--- config.mk ---
export PLATFORM = sky130hd
export DESIGN_NAME = angle_tracker
export DESIGN_NICKNAME = d
export VERILOG_FILES = /design/src/rtl/angle_tracker.sv
export SDC_FILE = /design/constraint.sdc
export NUM_CORES = 1
export LEC_CHECK = 0
export ABC_AREA = 1
export CORE_MARGIN = 2
export CORE_UTILIZATION = 48
export CTS_CLUSTER_SIZE = 14
export DETAILED_ROUTE_END_ITERATION = 7
export GPL_TIMING_DRIVEN = 0
export PLACE_DENSITY = 0.68
export SYNTH_ARGS = -nofsm -noshare
export SYNTH_HDL_FRONTEND = slang
export SYNTH_SLANG_ARGS = --single-unit
--- constraint.sdc ---
create_clock -name clk -period 5.6 [get_ports clk]
set_clock_uncertainty 0.05 [all_clocks]
set_input_delay 0.84 -clock clk [delete_from_list [all_inputs] [get_ports clk]]
set_output_delay 0.84 -clock clk [all_outputs]
set_load 0.01 [all_outputs]
--- src/rtl/angle_tracker.sv ---
// -----------------------------------------------------------------------------
// angle_tracker
//
// Rotor angle generator for the LED controller. It measures the rotation period
// from the once-per-turn turn_tick sensor pulse and divides each turn into
// NB_ANGLES equal slots. The current slot index goes to the column/frame fetch
// logic.
//
// Pipeline overview:
//   turn_tick -> synchroniser -> rising-edge detect -> acceptance filter
//   acceptance -> cycle counter / FSM / period register
//   period -> slot length -> slot counter -> raw angle -> offset/reverse -> angle
//
// Behaviour notes:
//   - A tick event is accepted only once the cycle counter has reached
//     MIN_PERIOD, or while the FSM is UNLOCKED. This filter drops sensor
//     glitches.
//   - Each turn counts up to NB_ANGLES-1 and then holds there, which covers a
//     rotor that is slowing down. The next accepted tick restarts the count at
//     0, which skips any remaining slots when the rotor speeds up.
//   - If the cycle counter saturates, no tick has arrived for
//     2^COUNTER_WIDTH-1 cycles. The block then drops lock and flags stalled.
// -----------------------------------------------------------------------------
module angle_tracker #(
  parameter  int COUNTER_WIDTH = 32,
  parameter  int NB_ANGLES     = 128,
  parameter  int MIN_PERIOD    = 1024,
  parameter  int SYNC_STAGES   = 2,
  localparam int ANGLE_WIDTH   = $clog2(NB_ANGLES)
) (
  input  logic                     clk,
  input  logic                     nrst,
  input  logic                     turn_tick,
  input  logic [ANGLE_WIDTH-1:0]   angle_offset,
  input  logic                     reverse,
  output logic [ANGLE_WIDTH-1:0]   angle,
  output logic                     angle_tick,
  output logic                     turn_start,
  output logic [COUNTER_WIDTH-1:0] period,
  output logic                     locked,
  output logic                     stalled
);

  // ---------------------------------------------------------------------------
  // Elaboration-time parameter checks
  // ---------------------------------------------------------------------------
  if (NB_ANGLES < 2 || (1 << ANGLE_WIDTH) != NB_ANGLES) begin : g_bad_nb_angles
    $error("angle_tracker: NB_ANGLES must be a power of two and at least 2");
  end

  if (MIN_PERIOD < NB_ANGLES) begin : g_bad_min_period
    $error("angle_tracker: MIN_PERIOD must be at least NB_ANGLES");
  end

  if (SYNC_STAGES < 2) begin : g_bad_sync_stages
    $error("angle_tracker: SYNC_STAGES must be at least 2");
  end

  if (COUNTER_WIDTH <= $clog2(MIN_PERIOD)) begin : g_bad_counter_width
    $error("angle_tracker: COUNTER_WIDTH must exceed clog2(MIN_PERIOD)");
  end

  // ---------------------------------------------------------------------------
  // Types and constants
  // ---------------------------------------------------------------------------
  typedef enum logic [1:0] {
    ST_UNLOCKED  = 2'd0,
    ST_MEASURING = 2'd1,
    ST_LOCKED    = 2'd2
  } state_t;

  localparam logic [COUNTER_WIDTH-1:0] CNT_MAX   = '1;
  localparam logic [COUNTER_WIDTH-1:0] CNT_ONE   = COUNTER_WIDTH'(1);
  localparam logic [COUNTER_WIDTH-1:0] MIN_SPACE = COUNTER_WIDTH'(MIN_PERIOD);
  localparam logic [ANGLE_WIDTH-1:0]   RAW_MAX   = '1;
  localparam logic [ANGLE_WIDTH-1:0]   RAW_ONE   = ANGLE_WIDTH'(1);

  // ---------------------------------------------------------------------------
  // Internal signals
  // ---------------------------------------------------------------------------
  state_t                   state;
  logic [SYNC_STAGES-1:0]   sync_q;
  logic                     tick_prev;
  logic                     tick_event;
  logic                     accept;
  logic [COUNTER_WIDTH-1:0] cyc_cnt;
  logic                     cnt_sat;
  logic [COUNTER_WIDTH-1:0] slot_len;
  logic [COUNTER_WIDTH-1:0] slot_cnt;
  logic [COUNTER_WIDTH-1:0] slot_nxt;
  logic                     slot_wrap;
  logic [ANGLE_WIDTH-1:0]   raw;
  logic [ANGLE_WIDTH-1:0]   raw_nxt;
  logic                     raw_inc;
  logic [ANGLE_WIDTH-1:0]   angle_nxt;

  // ---------------------------------------------------------------------------
  // Synchroniser chain and previous-value flop for rising-edge detection
  // ---------------------------------------------------------------------------
  // NOTE: sequential state is assigned with <= so every flop samples the values
  //       from before the edge, which makes the shift chain order-independent.
  always_ff @(posedge clk or negedge nrst) begin
    if (!nrst) begin
      sync_q    <= '0;
      tick_prev <= 1'b0;
    end else begin
      sync_q    <= {sync_q[SYNC_STAGES-2:0], turn_tick};
      tick_prev <= sync_q[SYNC_STAGES-1];
    end
  end

  // Tick event detection and the acceptance filter
  assign tick_event = sync_q[SYNC_STAGES-1] & ~tick_prev;
  assign cnt_sat    = (cyc_cnt == CNT_MAX);
  assign accept     = tick_event &&
                      ((cyc_cnt >= MIN_SPACE) || (state == ST_UNLOCKED));

  // ---------------------------------------------------------------------------
  // Cycle counter: a saturating count of cycles since the last accepted tick.
  // It is loaded with 1 on acceptance, so it holds the exact spacing when the
  // next tick arrives.
  // ---------------------------------------------------------------------------
  always_ff @(posedge clk or negedge nrst) begin
    if (!nrst) begin
      cyc_cnt <= '0;
    end else if (accept) begin
      cyc_cnt <= CNT_ONE;
    end else if (!cnt_sat) begin
      cyc_cnt <= cyc_cnt + CNT_ONE;
    end
  end

  // ---------------------------------------------------------------------------
  // Slot length: the floor division of the period. The remainder cycles are
  // absorbed into the last slot, because raw holds at NB_ANGLES-1 until the
  // next tick.
  // ---------------------------------------------------------------------------
  assign slot_len  = period >> ANGLE_WIDTH;
  assign slot_wrap = (slot_cnt == slot_len - CNT_ONE);

  // Next raw angle and slot counter. A tick has priority over a slot wrap or
  // over counter saturation.
  // NOTE: every signal driven here gets a default first, so no path leaves it
  //       unassigned and no latch can be inferred.
  always_comb begin
    raw_nxt  = raw;
    slot_nxt = slot_cnt;
    raw_inc  = 1'b0;
    if (accept) begin
      raw_nxt  = '0;
      slot_nxt = '0;
    end else if (state == ST_LOCKED && !cnt_sat) begin
      if (slot_wrap) begin
        slot_nxt = '0;
        if (raw != RAW_MAX) begin
          raw_nxt = raw + RAW_ONE;
          raw_inc = 1'b1;
        end
      end else begin
        slot_nxt = slot_cnt + CNT_ONE;
      end
    end else begin
      // Unlocked, measuring, or about to drop lock: hold angle 0.
      raw_nxt  = '0;
      slot_nxt = '0;
    end
  end

  // Output angle mapping. In reverse mode the slot index is mirrored
  // (NB_ANGLES-1-raw is a bitwise invert for a power-of-two count). The offset
  // is then added modulo NB_ANGLES by natural truncation.
  assign angle_nxt = (reverse ? ~raw_nxt : raw_nxt) + angle_offset;

  // ---------------------------------------------------------------------------
  // Tracking FSM, together with the period/lock/stall flags, the raw angle
  // state and the registered outputs
  // ---------------------------------------------------------------------------
  always_ff @(posedge clk or negedge nrst) begin
    if (!nrst) begin
      state      <= ST_UNLOCKED;
      period     <= '0;
      locked     <= 1'b0;
      stalled    <= 1'b0;
      turn_start <= 1'b0;
      angle_tick <= 1'b0;
      raw        <= '0;
      slot_cnt   <= '0;
      angle      <= '0;
    end else begin
      turn_start <= accept;
      angle_tick <= accept | raw_inc;
      raw        <= raw_nxt;
      slot_cnt   <= slot_nxt;
      angle      <= angle_nxt;

      if (accept) begin
        stalled <= 1'b0;
        case (state)
          ST_UNLOCKED: begin
            state <= ST_MEASURING;
          end
          ST_MEASURING, ST_LOCKED: begin
            state  <= ST_LOCKED;
            period <= cyc_cnt;
            locked <= 1'b1;
          end
          default: begin
            state <= ST_UNLOCKED;
          end
        endcase
      end else if (cnt_sat) begin
        state   <= ST_UNLOCKED;
        locked  <= 1'b0;
        stalled <= 1'b1;
      end
    end
  end

endmodule

==> metrics <==
outcome finished clean; initial antenna violation count 0; Initial Utilization 49.3%; WHS 251 ps; Cell Rows 46; via/cell ratio 5.19; CTS tree built; RD Place Congestion 0.907; CP max stage delay 440 ps; io pins 54; Slew Viols, Final 0; Clock transition at path regs 60 ps; Primary FF master, synth dfrtp_1; layout cell share with drive strength beyond 1 8.58%; critical path required time 5870 ps; Hold Crit Class in2async; Post-synth EDFFs 0; Worst setup EP type flop; maximum root-to-sink buffer count 2; area delta synth->final 18.1%; H-Tree Depth 4; Slew @ Worst Pin 751 ps; Post-CTS Hold Buffers 0; core area 15900 sq um; slew margin rel. 49.5%; die area 17400 sq um; routed via count 7287; Gate Count Post-Synth 1104; total global-route track usage 25.6%; syn nets 1129; Setup Viol. Count Final 0; n_diodes 0; DR WL/cell 15.2 um; Yosys reg bits 119; NumNets Final 1201; clk sinks 119; post-DP HPWL 16300 um; post-CTS setup buffers 0; P_leak 4.42 nW; first-pass GRT wire length 35400 um; crit path DAT 4640 ps; GRT Residual Overflow 0; Avg Inst Size Synth 7.12 sq um; number of global-route vias before repair 7025; cts bufs inserted 17; Starting DRT DRC Count 510; drt drc 0; I/O Buffers 52; WS Path Type reg2reg; MaxCap Viol Count 0; Cell Area, Synth 7860 sq um; Fmax 0.229 GHz; peak fanout along the critical path 8; Clock Root Buffer clkbuf_16; post-layout util 58.2%; Startpoint Class flop; # resized after CTS 0; post-synth cell types 41; Final Hold Viols 0; largest net degree at the start of global routing 87; sum of negative setup slack 0 ps; post-layout min period 4370 ps; VDD IR max 0.233 mV; Worst-Skew Late Latency 430 ps; slowest CP cell dfrtp_1; total wire length 21400 um; RSZ-0062 raised after global routing false; final worst-path cycle share 78.1%; critical path's most frequent cell nand2_1; Die W 132 um; post-synthesis sequential area ratio 37.9%; drt first pass iters 5; Detail Route Antenna Nets 0; post-layout power 3.18 mW; number of synthesis warnings 0; Die Span Y 132 um; Power per Cell Area 342 nW/um^2; post-synthesis async set-or-reset flop share 100%
==> synthesized netlist by cell type (2+ instances only) <==
cell type  instances  area (sq um)
a211oi_1           2          15.0
a21oi_1           24           120
a31oi_1            6          37.5
buf_1              3          11.3
buf_4              2          15.0
clkbuf_1          11          41.3
clkinv_1           3          11.3
dfrtp_1          119          2980
ha_1              13           163
inv_1            138           518
inv_2              8          30.0
nand2_1          295          1110
nand2_2           15          93.8
nand2_4            6          67.6
nand3_1           74           370
nand3_2            4          40.0
nand3b_1           8          60.1
nand4_1           32           200
nor2_1           131           492
nor2_2            13          81.3
nor2_4             7          78.8
nor2_8             5           100
nor3_1            39           195
nor3_2             3          30.0
nor4_1            11          68.8
o21ai_0           57           285
o21ai_1            4          20.0
o21ai_2            2          17.5
xnor2_1           23           201
xor2_1            35           307
==> worst max-delay path, delay by kind of cell, from the launching register on <==
kind / cells / cell delay [ps]
adder cells (fa/ha/maj): 3 / 840
AND/OR/NAND/NOR: 19 / 1990
flip-flops: 1 / 440
AO/OA/AOI/OAI: 2 / 480
buffers and inverters: 4 / 320
XOR/XNOR: 1 / 130
==> registers in the layout, summed over array words and instances (netlist names) <==
signal / count
slot_cnt: 32
angle_tick: 1
state: 2
angle: 7
turn_start: 1
cyc_cnt: 32
tick_prev: 1
sync_q: 2
period: 32
locked: 1
raw: 7
stalled: 1
==> metrics by stage <==
| step | worst slack, ps | area [sq um] | cells |
|---|---|---|---|
| after floorplan | 1900 | 7860 | 1104 |
| after CTS | 1240 | 9280 | 1405 |
| after global routing | 827 | 9280 | 1405 |
| final | 1230 | 9280 | 1405 |
| after detailed placement | 1270 | 8680 | 1373 |
| after global placement | -1150 | 8650 | 1372 |
==> cell families (layout without fill, tap and decap cells) <==
logic type	count (synthesis)	in the layout	share of synthesized area, %
compound gates	98	98	6.58
flops	119	119	37.9
xor+xnor	58	58	6.47
buf+inv	167	252	8.19
fa+ha+maj	14	14	2.33
simple gates	648	648	38.5
==> path summary, 6_finish.rpt <==
check | startpoint | to | slack [ps] | cells after the start
hold / removal | nrst | slot_cnt[7]$_DFF_PN0_ | 250 | 1
max in group asynchronous | nrst | cyc_cnt[13]$_DFFE_PN0P_ | 4490 | 2
setup / recovery | period[7]$_DFFE_PN0P_ | angle[6]$_DFF_PN0_ | 1230 | 29
hold reg to reg | sync_q[0]$_DFF_PN0_ | sync_q[1]$_DFF_PN0_ | 310 | 0
setup reg to reg | period[7]$_DFFE_PN0P_ | angle[6]$_DFF_PN0_ | 1230 | 29
min in group clk | sync_q[0]$_DFF_PN0_ | sync_q[1]$_DFF_PN0_ | 310 | 0
==> final cells by class <==
class / count / area (sq um)
Inverter: 149 / 559
Clock buffer: 18 / 429
Buffer: 18 / 83.8
Fill cell: 1529 / 6660
Tap cell: 216 / 270
Timing Repair Buffer: 53 / 549
Sequential cell: 119 / 2980
Multi-Input combinational cell: 818 / 4240
Clock inverter: 14 / 174
==> power by group <==
| group | total (mW) | internal [mW] | switching (mW) |
|---|---|---|---|
| clock | 1.14 | 0.703 | 0.434 |
| combinational | 1.05 | 0.373 | 0.677 |
| sequential | 0.988 | 0.935 | 0.0534 |
==> cells in the final DEF (no fill, tap or decap), drive strengths merged <==
master | synthesis | layout
dfrtp | 119 | 119
or4 | 1 | 1
a21oi | 24 | 24
buf | 7 | 9
a31oi | 6 | 6
clkinvlp | 0 | 1
clkinv | 3 | 10
xnor2 | 23 | 23
nand4 | 32 | 32
nand3b | 8 | 8
clkdlybuf4s50 | 0 | 51
nand2 | 316 | 316
inv | 146 | 149
o21ai | 63 | 63
and2 | 2 | 2
nor2 | 156 | 156
nand3 | 78 | 78
clkbuf | 11 | 29
nor4 | 11 | 11
xor2 | 35 | 35
a211oi | 2 | 2
o22ai | 1 | 1
o21bai | 1 | 1
fa | 1 | 1
bufinv | 0 | 3
nor3b | 2 | 2
nor3 | 42 | 42
ha | 13 | 13
o21a | 1 | 1
==> per-layer routing <==
layer | vias to the layer above | routed length, um | global-route usage, %
met5 | - | 0 | 0
met4 | 0 | 556 | 8.88
met3 | 39 | 783 | 5.27
met2 | 145 | 10300 | 42.3
met1 | 3418 | 9750 | 33.5
li1 | 3685 | - | -
(Power assumes the default switching activity.)
